### src/rtl/trap_pkg.sv
// trap_pkg: shared constants and types for the machine-mode trap sequencer.
package trap_pkg;

  // CSR addresses touched or referenced by the trap sequencer
  localparam logic [11:0] CSR_MSTATUS = 12'h300;
  localparam logic [11:0] CSR_MTVEC   = 12'h305;
  localparam logic [11:0] CSR_MEPC    = 12'h341;
  localparam logic [11:0] CSR_MCAUSE  = 12'h342;

  // Interrupt cause codes (low bits of mcause; the interrupt flag is the MSB)
  localparam logic [3:0] IRQ_EXT_CODE   = 4'd11;
  localparam logic [3:0] IRQ_TIMER_CODE = 4'd7;

  // mstatus bit positions
  localparam int MSTATUS_MIE    = 3;
  localparam int MSTATUS_MPIE   = 7;
  localparam int MSTATUS_MPP_LO = 11;
  localparam int MSTATUS_MPP_HI = 12;

  // Write mode for the CSR file port: plain write
  localparam logic [1:0] CSR_WMODE_WRITE = 2'b01;

  typedef enum logic [2:0] {
    ST_IDLE     = 3'd0,
    ST_DRAIN    = 3'd1,
    ST_W_EPC    = 3'd2,
    ST_W_CAUSE  = 3'd3,
    ST_W_STATUS = 3'd4,
    ST_REDIRECT = 3'd5
  } trap_state_e;

endpackage

### src/rtl/trap_prio.sv
// trap_prio: combinational priority encoder for trap/mret requests.
// Order: exception, external irq, timer irq, mret. Interrupts are gated by MIE.
module trap_prio #(
  parameter int XLEN = 32
) (
  input  logic            exc_valid,
  input  logic [3:0]      exc_code,
  input  logic            irq_ext,
  input  logic            irq_timer,
  input  logic            mret_req,
  input  logic            mie,
  output logic            take,
  output logic            is_mret,
  output logic            is_irq,
  output logic [XLEN-1:0] cause
);
  import trap_pkg::*;

  // Select the highest-priority request and form its mcause value
  always_comb begin
    take    = 1'b0;
    is_mret = 1'b0;
    is_irq  = 1'b0;
    cause   = {XLEN{1'b0}};
    if (exc_valid) begin
      take  = 1'b1;
      cause = {{(XLEN-4){1'b0}}, exc_code};
    end else if (mie && irq_ext) begin
      take   = 1'b1;
      is_irq = 1'b1;
      cause  = {1'b1, {(XLEN-5){1'b0}}, IRQ_EXT_CODE};
    end else if (mie && irq_timer) begin
      take   = 1'b1;
      is_irq = 1'b1;
      cause  = {1'b1, {(XLEN-5){1'b0}}, IRQ_TIMER_CODE};
    end else if (mret_req) begin
      take    = 1'b1;
      is_mret = 1'b1;
    end else begin
      take = 1'b0;
    end
  end

endmodule

### src/rtl/trap_ctrl.sv
// trap_ctrl: machine-mode trap sequencer. Accepts a trap or mret in IDLE,
// stalls until the pipeline drains, writes mepc/mcause/mstatus one per cycle
// through the CSR write port, then pulses a redirect+flush.
// Optional feature: define TRAP_VECTORED_EN for vectored interrupt targets
// (mtvec mode 2'b01 -> base + 4*cause[3:0] for interrupts only).
// All outputs come from flops loaded with values decoded from the next state,
// so each output is valid for exactly the cycle its state is occupied.
module trap_ctrl #(
  parameter int XLEN = 32
) (
  input  logic            clk,
  input  logic            rst_n,
  input  logic            exc_valid,
  input  logic [3:0]      exc_code,
  input  logic [XLEN-1:0] exc_pc,
  input  logic            irq_ext,
  input  logic            irq_timer,
  input  logic            mret_req,
  input  logic [XLEN-1:0] next_pc,
  input  logic            pipe_drained,
  input  logic [XLEN-1:0] mstatus,
  input  logic [XLEN-1:0] mtvec,
  input  logic [XLEN-1:0] mepc,
  output logic            csr_w,
  output logic [11:0]     csr_waddr,
  output logic [XLEN-1:0] csr_wdata,
  output logic [1:0]      csr_wsc_mode,
  output logic            pipe_stall,
  output logic            pipe_flush,
  output logic            redirect_valid,
  output logic [XLEN-1:0] redirect_pc,
  output logic            busy
);
  import trap_pkg::*;

  // mstatus update on trap entry: MPIE <- MIE, MIE <- 0, MPP <- M
  function automatic logic [XLEN-1:0] trap_status(input logic [XLEN-1:0] ms);
    logic [XLEN-1:0] r;
    r = ms;
    r[MSTATUS_MPIE] = ms[MSTATUS_MIE];
    r[MSTATUS_MIE]  = 1'b0;
    r[MSTATUS_MPP_HI:MSTATUS_MPP_LO] = 2'b11;
    return r;
  endfunction

  // mstatus update on mret: MIE <- MPIE, MPIE <- 1, MPP <- M
  function automatic logic [XLEN-1:0] mret_status(input logic [XLEN-1:0] ms);
    logic [XLEN-1:0] r;
    r = ms;
    r[MSTATUS_MIE]  = ms[MSTATUS_MPIE];
    r[MSTATUS_MPIE] = 1'b1;
    r[MSTATUS_MPP_HI:MSTATUS_MPP_LO] = 2'b11;
    return r;
  endfunction

  trap_state_e     state_q, state_d;
  logic [XLEN-1:0] cause_q, cause_d;
  logic [XLEN-1:0] epc_q, epc_d;
  logic            is_mret_q, is_mret_d;
  logic            is_irq_q, is_irq_d;

  logic            csr_w_q, csr_w_d;
  logic [11:0]     csr_waddr_q, csr_waddr_d;
  logic [XLEN-1:0] csr_wdata_q, csr_wdata_d;
  logic [1:0]      csr_wsc_mode_q, csr_wsc_mode_d;
  logic            pipe_stall_q, pipe_stall_d;
  logic            pipe_flush_q, pipe_flush_d;
  logic            redirect_valid_q, redirect_valid_d;
  logic [XLEN-1:0] redirect_pc_q, redirect_pc_d;
  logic            busy_q, busy_d;

  logic            take_s;
  logic            pr_mret_s;
  logic            pr_irq_s;
  logic [XLEN-1:0] pr_cause_s;
  logic [XLEN-1:0] base_s;
  logic [XLEN-1:0] trap_target_s;
  logic [XLEN-1:0] status_next_s;
  logic            unused_epc_lo;

  trap_prio #(.XLEN(XLEN)) u_prio (
    .exc_valid (exc_valid),
    .exc_code  (exc_code),
    .irq_ext   (irq_ext),
    .irq_timer (irq_timer),
    .mret_req  (mret_req),
    .mie       (mstatus[MSTATUS_MIE]),
    .take      (take_s),
    .is_mret   (pr_mret_s),
    .is_irq    (pr_irq_s),
    .cause     (pr_cause_s)
  );

  // mepc is always written word-aligned, so the low EPC bits never reach the port
  assign unused_epc_lo = ^epc_q[1:0];
  assign base_s        = {mtvec[XLEN-1:2], 2'b00};

`ifdef TRAP_VECTORED_EN
  // Trap handler address: vectored for interrupts when mtvec mode is 2'b01
  always_comb begin
    trap_target_s = base_s;
    if (is_irq_q && (mtvec[1:0] == 2'b01)) begin
      trap_target_s = base_s + {{(XLEN-6){1'b0}}, cause_q[3:0], 2'b00};
    end else begin
      trap_target_s = base_s;
    end
  end
`else
  logic unused_vec_mode;
  assign unused_vec_mode = ^{mtvec[1:0], is_irq_q};

  // Trap handler address: always the mtvec base in the direct-only build
  always_comb begin
    trap_target_s = base_s;
  end
`endif

  // New mstatus value, taken from the live mstatus at the edge entering W_STATUS
  always_comb begin
    status_next_s = {XLEN{1'b0}};
    if (is_mret_q) begin
      status_next_s = mret_status(mstatus);
    end else begin
      status_next_s = trap_status(mstatus);
    end
  end

  // Next-state logic and request latching
  always_comb begin
    state_d   = state_q;
    cause_d   = cause_q;
    epc_d     = epc_q;
    is_mret_d = is_mret_q;
    is_irq_d  = is_irq_q;
    case (state_q)
      ST_IDLE: begin
        if (take_s) begin
          state_d   = ST_DRAIN;
          cause_d   = pr_cause_s;
          is_mret_d = pr_mret_s;
          is_irq_d  = pr_irq_s;
          if (pr_irq_s) begin
            epc_d = next_pc;
          end else if (pr_mret_s) begin
            epc_d = {XLEN{1'b0}};
          end else begin
            epc_d = exc_pc;
          end
        end else begin
          state_d = ST_IDLE;
        end
      end
      ST_DRAIN: begin
        if (pipe_drained) begin
          state_d = is_mret_q ? ST_W_STATUS : ST_W_EPC;
        end else begin
          state_d = ST_DRAIN;
        end
      end
      ST_W_EPC:    state_d = ST_W_CAUSE;
      ST_W_CAUSE:  state_d = ST_W_STATUS;
      ST_W_STATUS: state_d = ST_REDIRECT;
      ST_REDIRECT: state_d = ST_IDLE;
      default:     state_d = ST_IDLE;
    endcase
  end

  // Output decode from the next state, so the output flops line up with the state flop
  always_comb begin
    csr_w_d          = 1'b0;
    csr_waddr_d      = 12'h000;
    csr_wdata_d      = {XLEN{1'b0}};
    csr_wsc_mode_d   = CSR_WMODE_WRITE;
    pipe_stall_d     = 1'b0;
    pipe_flush_d     = 1'b0;
    redirect_valid_d = 1'b0;
    redirect_pc_d    = {XLEN{1'b0}};
    busy_d           = (state_d != ST_IDLE);
    case (state_d)
      ST_IDLE: begin
        busy_d = 1'b0;
      end
      ST_DRAIN: begin
        pipe_stall_d = 1'b1;
      end
      ST_W_EPC: begin
        pipe_stall_d = 1'b1;
        csr_w_d      = 1'b1;
        csr_waddr_d  = CSR_MEPC;
        csr_wdata_d  = {epc_q[XLEN-1:2], 2'b00};
      end
      ST_W_CAUSE: begin
        pipe_stall_d = 1'b1;
        csr_w_d      = 1'b1;
        csr_waddr_d  = CSR_MCAUSE;
        csr_wdata_d  = cause_q;
      end
      ST_W_STATUS: begin
        pipe_stall_d = 1'b1;
        csr_w_d      = 1'b1;
        csr_waddr_d  = CSR_MSTATUS;
        csr_wdata_d  = status_next_s;
      end
      ST_REDIRECT: begin
        pipe_stall_d     = 1'b1;
        pipe_flush_d     = 1'b1;
        redirect_valid_d = 1'b1;
        redirect_pc_d    = is_mret_q ? mepc : trap_target_s;
      end
      default: begin
        busy_d = 1'b0;
      end
    endcase
  end

  // State, latched request and registered outputs; reset abandons any sequence
  always_ff @(posedge clk or negedge rst_n) begin
    if (!rst_n) begin
      state_q          <= ST_IDLE;
      cause_q          <= {XLEN{1'b0}};
      epc_q            <= {XLEN{1'b0}};
      is_mret_q        <= 1'b0;
      is_irq_q         <= 1'b0;
      csr_w_q          <= 1'b0;
      csr_waddr_q      <= 12'h000;
      csr_wdata_q      <= {XLEN{1'b0}};
      csr_wsc_mode_q   <= 2'b00;
      pipe_stall_q     <= 1'b0;
      pipe_flush_q     <= 1'b0;
      redirect_valid_q <= 1'b0;
      redirect_pc_q    <= {XLEN{1'b0}};
      busy_q           <= 1'b0;
    end else begin
      state_q          <= state_d;
      cause_q          <= cause_d;
      epc_q            <= epc_d;
      is_mret_q        <= is_mret_d;
      is_irq_q         <= is_irq_d;
      csr_w_q          <= csr_w_d;
      csr_waddr_q      <= csr_waddr_d;
      csr_wdata_q      <= csr_wdata_d;
      csr_wsc_mode_q   <= csr_wsc_mode_d;
      pipe_stall_q     <= pipe_stall_d;
      pipe_flush_q     <= pipe_flush_d;
      redirect_valid_q <= redirect_valid_d;
      redirect_pc_q    <= redirect_pc_d;
      busy_q           <= busy_d;
    end
  end

  assign csr_w          = csr_w_q;
  assign csr_waddr      = csr_waddr_q;
  assign csr_wdata      = csr_wdata_q;
  assign csr_wsc_mode   = csr_wsc_mode_q;
  assign pipe_stall     = pipe_stall_q;
  assign pipe_flush     = pipe_flush_q;
  assign redirect_valid = redirect_valid_q;
  assign redirect_pc    = redirect_pc_q;
  assign busy           = busy_q;

endmodule

### config.mk
export PLATFORM = sky130hd
export DESIGN_NAME = trap_ctrl
export DESIGN_NICKNAME = d
export VERILOG_FILES = /design/src/rtl/trap_pkg.sv /design/src/rtl/trap_prio.sv /design/src/rtl/trap_ctrl.sv
export SDC_FILE = /design/constraint.sdc
export NUM_CORES = 1
export LEC_CHECK = 0
export ABC_AREA = 0
export CELL_PAD_IN_SITES_DETAIL_PLACEMENT = 1
export CELL_PAD_IN_SITES_GLOBAL_PLACEMENT = 1
export CORE_AREA = 2 2 99 101
export CTS_BUF_LIST = sky130_fd_sc_hd__clkbuf_8
export DETAILED_ROUTE_END_ITERATION = 16
export DIE_AREA = 0 0 101 103
export DONT_BUFFER_PORTS = 1
export HOLD_SLACK_MARGIN = 0.05
export PLACE_DENSITY_LB_ADDON = 0.1
export SETUP_SLACK_MARGIN = 0.15
export SLEW_MARGIN = 20
export SYNTH_ARGS = -nofsm -noshare
export SYNTH_HDL_FRONTEND = slang
export SYNTH_SLANG_ARGS = --single-unit
### constraint.sdc
create_clock -name clk -period 4.1 [get_ports clk]
set_input_delay 0.41 -clock clk [delete_from_list [all_inputs] [get_ports clk]]
set_output_delay 0.41 -clock clk [all_outputs]
set_load 0.05 [all_outputs]
# == Yosys cells after proc, flatten, opt, wreduce, memory -nomap -nowiden ==
# Index checks and enable logic that the tools add are counted.
# totals
wordCells,56
latch_bits,0
n_memories,0
mem_bits_rw,0
regBits,149
rom_bits,0
# classes
reduce_logical,7
div_mod_pow,0
mul,0
n_eq_ne,9
shift,0
order_cmp,0
mux,28
bitwise,0
add_sub_neg,0
# op_table
operator,n
two-way mux 32 bit,7
one-hot mux 32 bit (3 select lines),1
one-hot mux 10 bit (3 select lines),1
two-way mux 1 bit,15
one-hot mux 3 bit (5 select lines),1
equality test 3 x 2 -> 1 bit (second input constant),4
equality test 3 bit (second input constant),3
two-way mux 8 bit,1
equality test 3 x 1 -> 1 bit (second input constant),2
two-way mux 3 bit,2
OR reduction 5 bit,1
logical NOT 3 bit,1
nonzero test 3 bit,1
OR reduction 3 bit,1
logical AND 1 bit,2
AND reduction 2 bit,1

# == Longest topological paths before layout ==
# depth
ltp_word,9
mapped_depth,6
depth_no_buf,4

# == Cells and area by module ==
# From an unflattened synthesis, not the netlist that was laid out.
# unflattened
cells_unflattened,500
area_unflattened_um2,5992.0
# modules_own_cells
mod,area_each_um2,instances,cells_each,seq_area_each_um2
trap_ctrl,5704.2,1,456,3478.3
trap_prio,287.8,1,44,0.0

# == Worst setup path after synthesis ==
# Ideal clock, no wire load.
# synth_path
path_kind,reg-to-reg
start,register state_q[0]
end,register epc_q[15]
period_less_slack_ps,1670
slack_ps,2430
setup_time_ps,126
arrival_time_ps,1544
stages_incl_launch_ff,6
required_time_ps,3974
path_cell_list,dfrtp_1 nor3_2 o31ai_1 buf_4 buf_6 a221o_1
# synth_via
elab_chain_len,2
# synth_lines
element,line_no,text
"start, declared",trap_ctrl.sv:56,"trap_state_e state_q, state_d;"
"start signal, assigned",trap_ctrl.sv:234,state_q <= state_d;
logical NOT 3 bit,trap_ctrl.sv:135,case (state_q)
AND reduction 2 bit (no line),-,
"end signal, assigned",trap_ctrl.sv:221,epc_q <= {XLEN{1'b0}};
"end signal, assigned",trap_ctrl.sv:236,epc_q <= epc_d;
"end, declared",trap_ctrl.sv:58,"logic [XLEN-1:0] epc_q, epc_d;"
# No other way between the ends.
# A chain may end at the register's enable or synchronous reset.

# == Worst setup path after layout ==
# layout_path
start,register state_q[0]
end,register epc_q[28]
# The elaborated chain is that of the path after synthesis.

==> flow_summary.json <==
{
  "synth-seq-cells": 112,
  "period_share": 0.555,
  "min-delay-path-class": "in -> reg",
  "syn_area_um2": 4540,
  "timing.fmax_mhz": 439,
  "ys_seq_area_frac": 0.617,
  "die_h_um": 103,
  "drt-pass1-iter-count": 4,
  "power_frac_comb": 0.245,
  "die_w_um": 101,
  "cts-buffers-inserted": 9,
  "path_class": "reg -> reg",
  "cts_root_buf": "clkbuf_8",
  "ant_nets": 0,
  "drv_slew": 0,
  "drt_iter0_markers": 95,
  "synth_commonest_cells": "dfrtp_1, a221o_1, nor2_1, and3_1, mux2i_1",
  "worstMarginPinSlew_ns": 1.00,
  "min_period_ns": 2.28,
  "fin_nets": 506,
  "p_total_mw": 3.96,
  "coreArea_um2": 9460,
  "status": "finished clean",
  "synth.most_common_cell": "dfrtp_1",
  "crit_path_start_kind": "flip-flop",
  "io_pins": 254,
  "pwr-share-clk": 0.153,
  "clock_path_buffers": 2,
  "die_area_um2": 10400,
  "synth_top_area_cell": "dfrtp_1",
  "cts_setup_buffers": 0,
  "grt_max_degree": 113,
  "cts.sinks": 112,
  "grt.overflow.total": 0,
  "synth-edff-count": 0,
  "p_per_area_nw_per_um2": 833,
  "finalSetupViolations": 0,
  "avgSynthCellArea_um2": 13.0,
  "routed_wl_um": 10700,
  "cap_violations": 0,
  "power_frac_seq": 0.602,
  "rows": 36,
  "async_reset_ff_frac": 1.00,
  "port_buffers": 0,
  "area_growth_pct": 4.60,
  "drc": 0,
  "fin_skew_ns": 0.0109,
  "required_ns": 4.34,
  "viasPerCell": 6.13,
  "wl_per_cell_um": 23.7,
  "cp-end-kind": "flip-flop",
  "critical_path_arrival_ns": 2.51,
  "dpl.hpwl_um": 7210,
  "power_leakage_nw": 2.37,
  "setup_tns_ns": 0,
  "synth_cell_types": 35,
  "synth-main-ff-cell": "dfrtp_1",
  "ir_drop_v": 0.000364,
  "antenna_found_initial": 0,
  "worst-r2r-setup-slack_ns": 1.82,
  "vias": 2784,
  "initial_utilization": 0.480,
  "globalplace.congestion": 0.726,
  "drive_gt1_frac": 0.0824,
  "grt_usage": 0.202,
  "rsz0062_at_grt": "no",
  "synth_warnings": 0,
  "syn_inst": 349,
  "slew_headroom": 0.332,
  "h-tree-depth": 3,
  "p_int_mw": 2.17,
  "num_antenna_cells": 0,
  "grt_pass1_vias": 2788,
  "cts.reportedPaths.clkPinSlew_ns": 0.11,
  "final_hold_viol_count": 0,
  "grt_pass1_wl_um": 15800,
  "swShare": 0.452,
  "p_sw_mw": 1.79,
  "critPathMaxFanout": 32,
  "synth_top_area_frac": 0.617,
  "synth_area_leaders": "dfrtp_1, a221o_1, mux2i_1",
  "clkLatencyLatePin_ns": 0.36,
  "cts_tree": "yes"
}
## timing repair
action | 4_1_cts | 5_1_grt
hold buffers | 2 | 0
resized for setup | 0 | 0
hold endpoints to repair | 112 | 0
## cell usage in the layout, fill, tap and decap left out, types with 5 or more instances in the layout
cell	synthesis	final
and3_1	32	32
a221o_1	35	35
nor2_1	34	34
dfrtp_1	112	111
and2_1	5	5
mux2i_1	30	30
clkbuf_8	0	10
a22o_1	26	26
buf_4	12	5
conb_1	2	9
## registers in the layout, summed over array words and instances (netlist names)
| signal | cells |
|---|---|
| state_q | 3 |
| redirect_pc | 32 |
| busy | 1 |
| pipe_stall | 1 |
| epc_q | 30 |
| cause_q | 5 |
| csr_w | 1 |
| csr_wdata | 32 |
| is_mret_q | 1 |
| csr_wsc_mode | 1 |
| redirect_valid | 1 |
| csr_waddr | 4 |
## per-stage QoR
stage	utilization	hold slack (ns)	area, um2	worst slack (ns)	cells
finish	0.502	0.182	4750	1.82	454
global route	0.502	0.145	4750	1.66	454
CTS	0.502	0.160	4750	1.80	454
detailed placement	0.479	0.117	4530	1.84	436
global placement	0.479	0.117	4530	1.89	436
floorplan	-	0.114	4570	2.43	356
## final cells by class
class,instances,area (um2)
inverter,1,3.75
fill,946,4710
tap,114,143
sequential,112,2800
clock buffer,10,138
clock inverter,6,42.5
timing repair buffer,7,75.1
multi-input combinational,204,1550
## power by group through the flow
| stage | Clock (mW) | Combinational [mW] | Sequential, mW |
|---|---|---|---|
| 3_3_place_gp | 0 | 0.927 | 2.40 |
| 2_1_floorplan | 0 | 0.929 | 2.23 |
| 5_1_grt | 0.689 | 1.08 | 2.44 |
| 4_1_cts | 0.629 | 0.986 | 2.39 |
| 6_report | 0.604 | 0.969 | 2.38 |
| 3_5_place_dp | 0 | 0.961 | 2.41 |
## worst max-delay path, cell delays in order (launching register included)
cell	delay (ns)
dfrtp_1	0.48
nor3_4	0.70
o31ai_4	0.24
buf_4	0.32
a221o_1	0.39
## final timing paths
check,from,to,cells past startpoint
min in group asynchronous,rst_n,csr_wdata[20],2
min,mstatus[9],csr_wdata[9],1
max,state_q[0],epc_q[28],4
min reg2reg,cause_q[31],cause_q[31],1
max in group asynchronous,rst_n,is_mret_q,2
max reg2reg,state_q[0],epc_q[28],4
## routing by layer
layer  vias up  global-route usage  part of all wire  wire length (um)
li1       1225                   -                 -                 -
met1      1417               0.257              0.40              4290
met2       135               0.337              0.51              5460
met3         7              0.0678             0.083               887
met4         0              0.0478            0.0093               100
met5         -                   0                 0                 0
## cells by family after synthesis
| family | Yosys count | share of synthesized area |
|---|---|---|
| compound gates | 75 | 0.149 |
| xor+xnor | 1 | 0.00193 |
| buf+inv | 40 | 0.0540 |
| flops | 112 | 0.617 |
| mux | 32 | 0.0711 |
| other cells | 2 | 0.00165 |
| simple gates | 87 | 0.106 |
(Power assumes the default switching activity.)
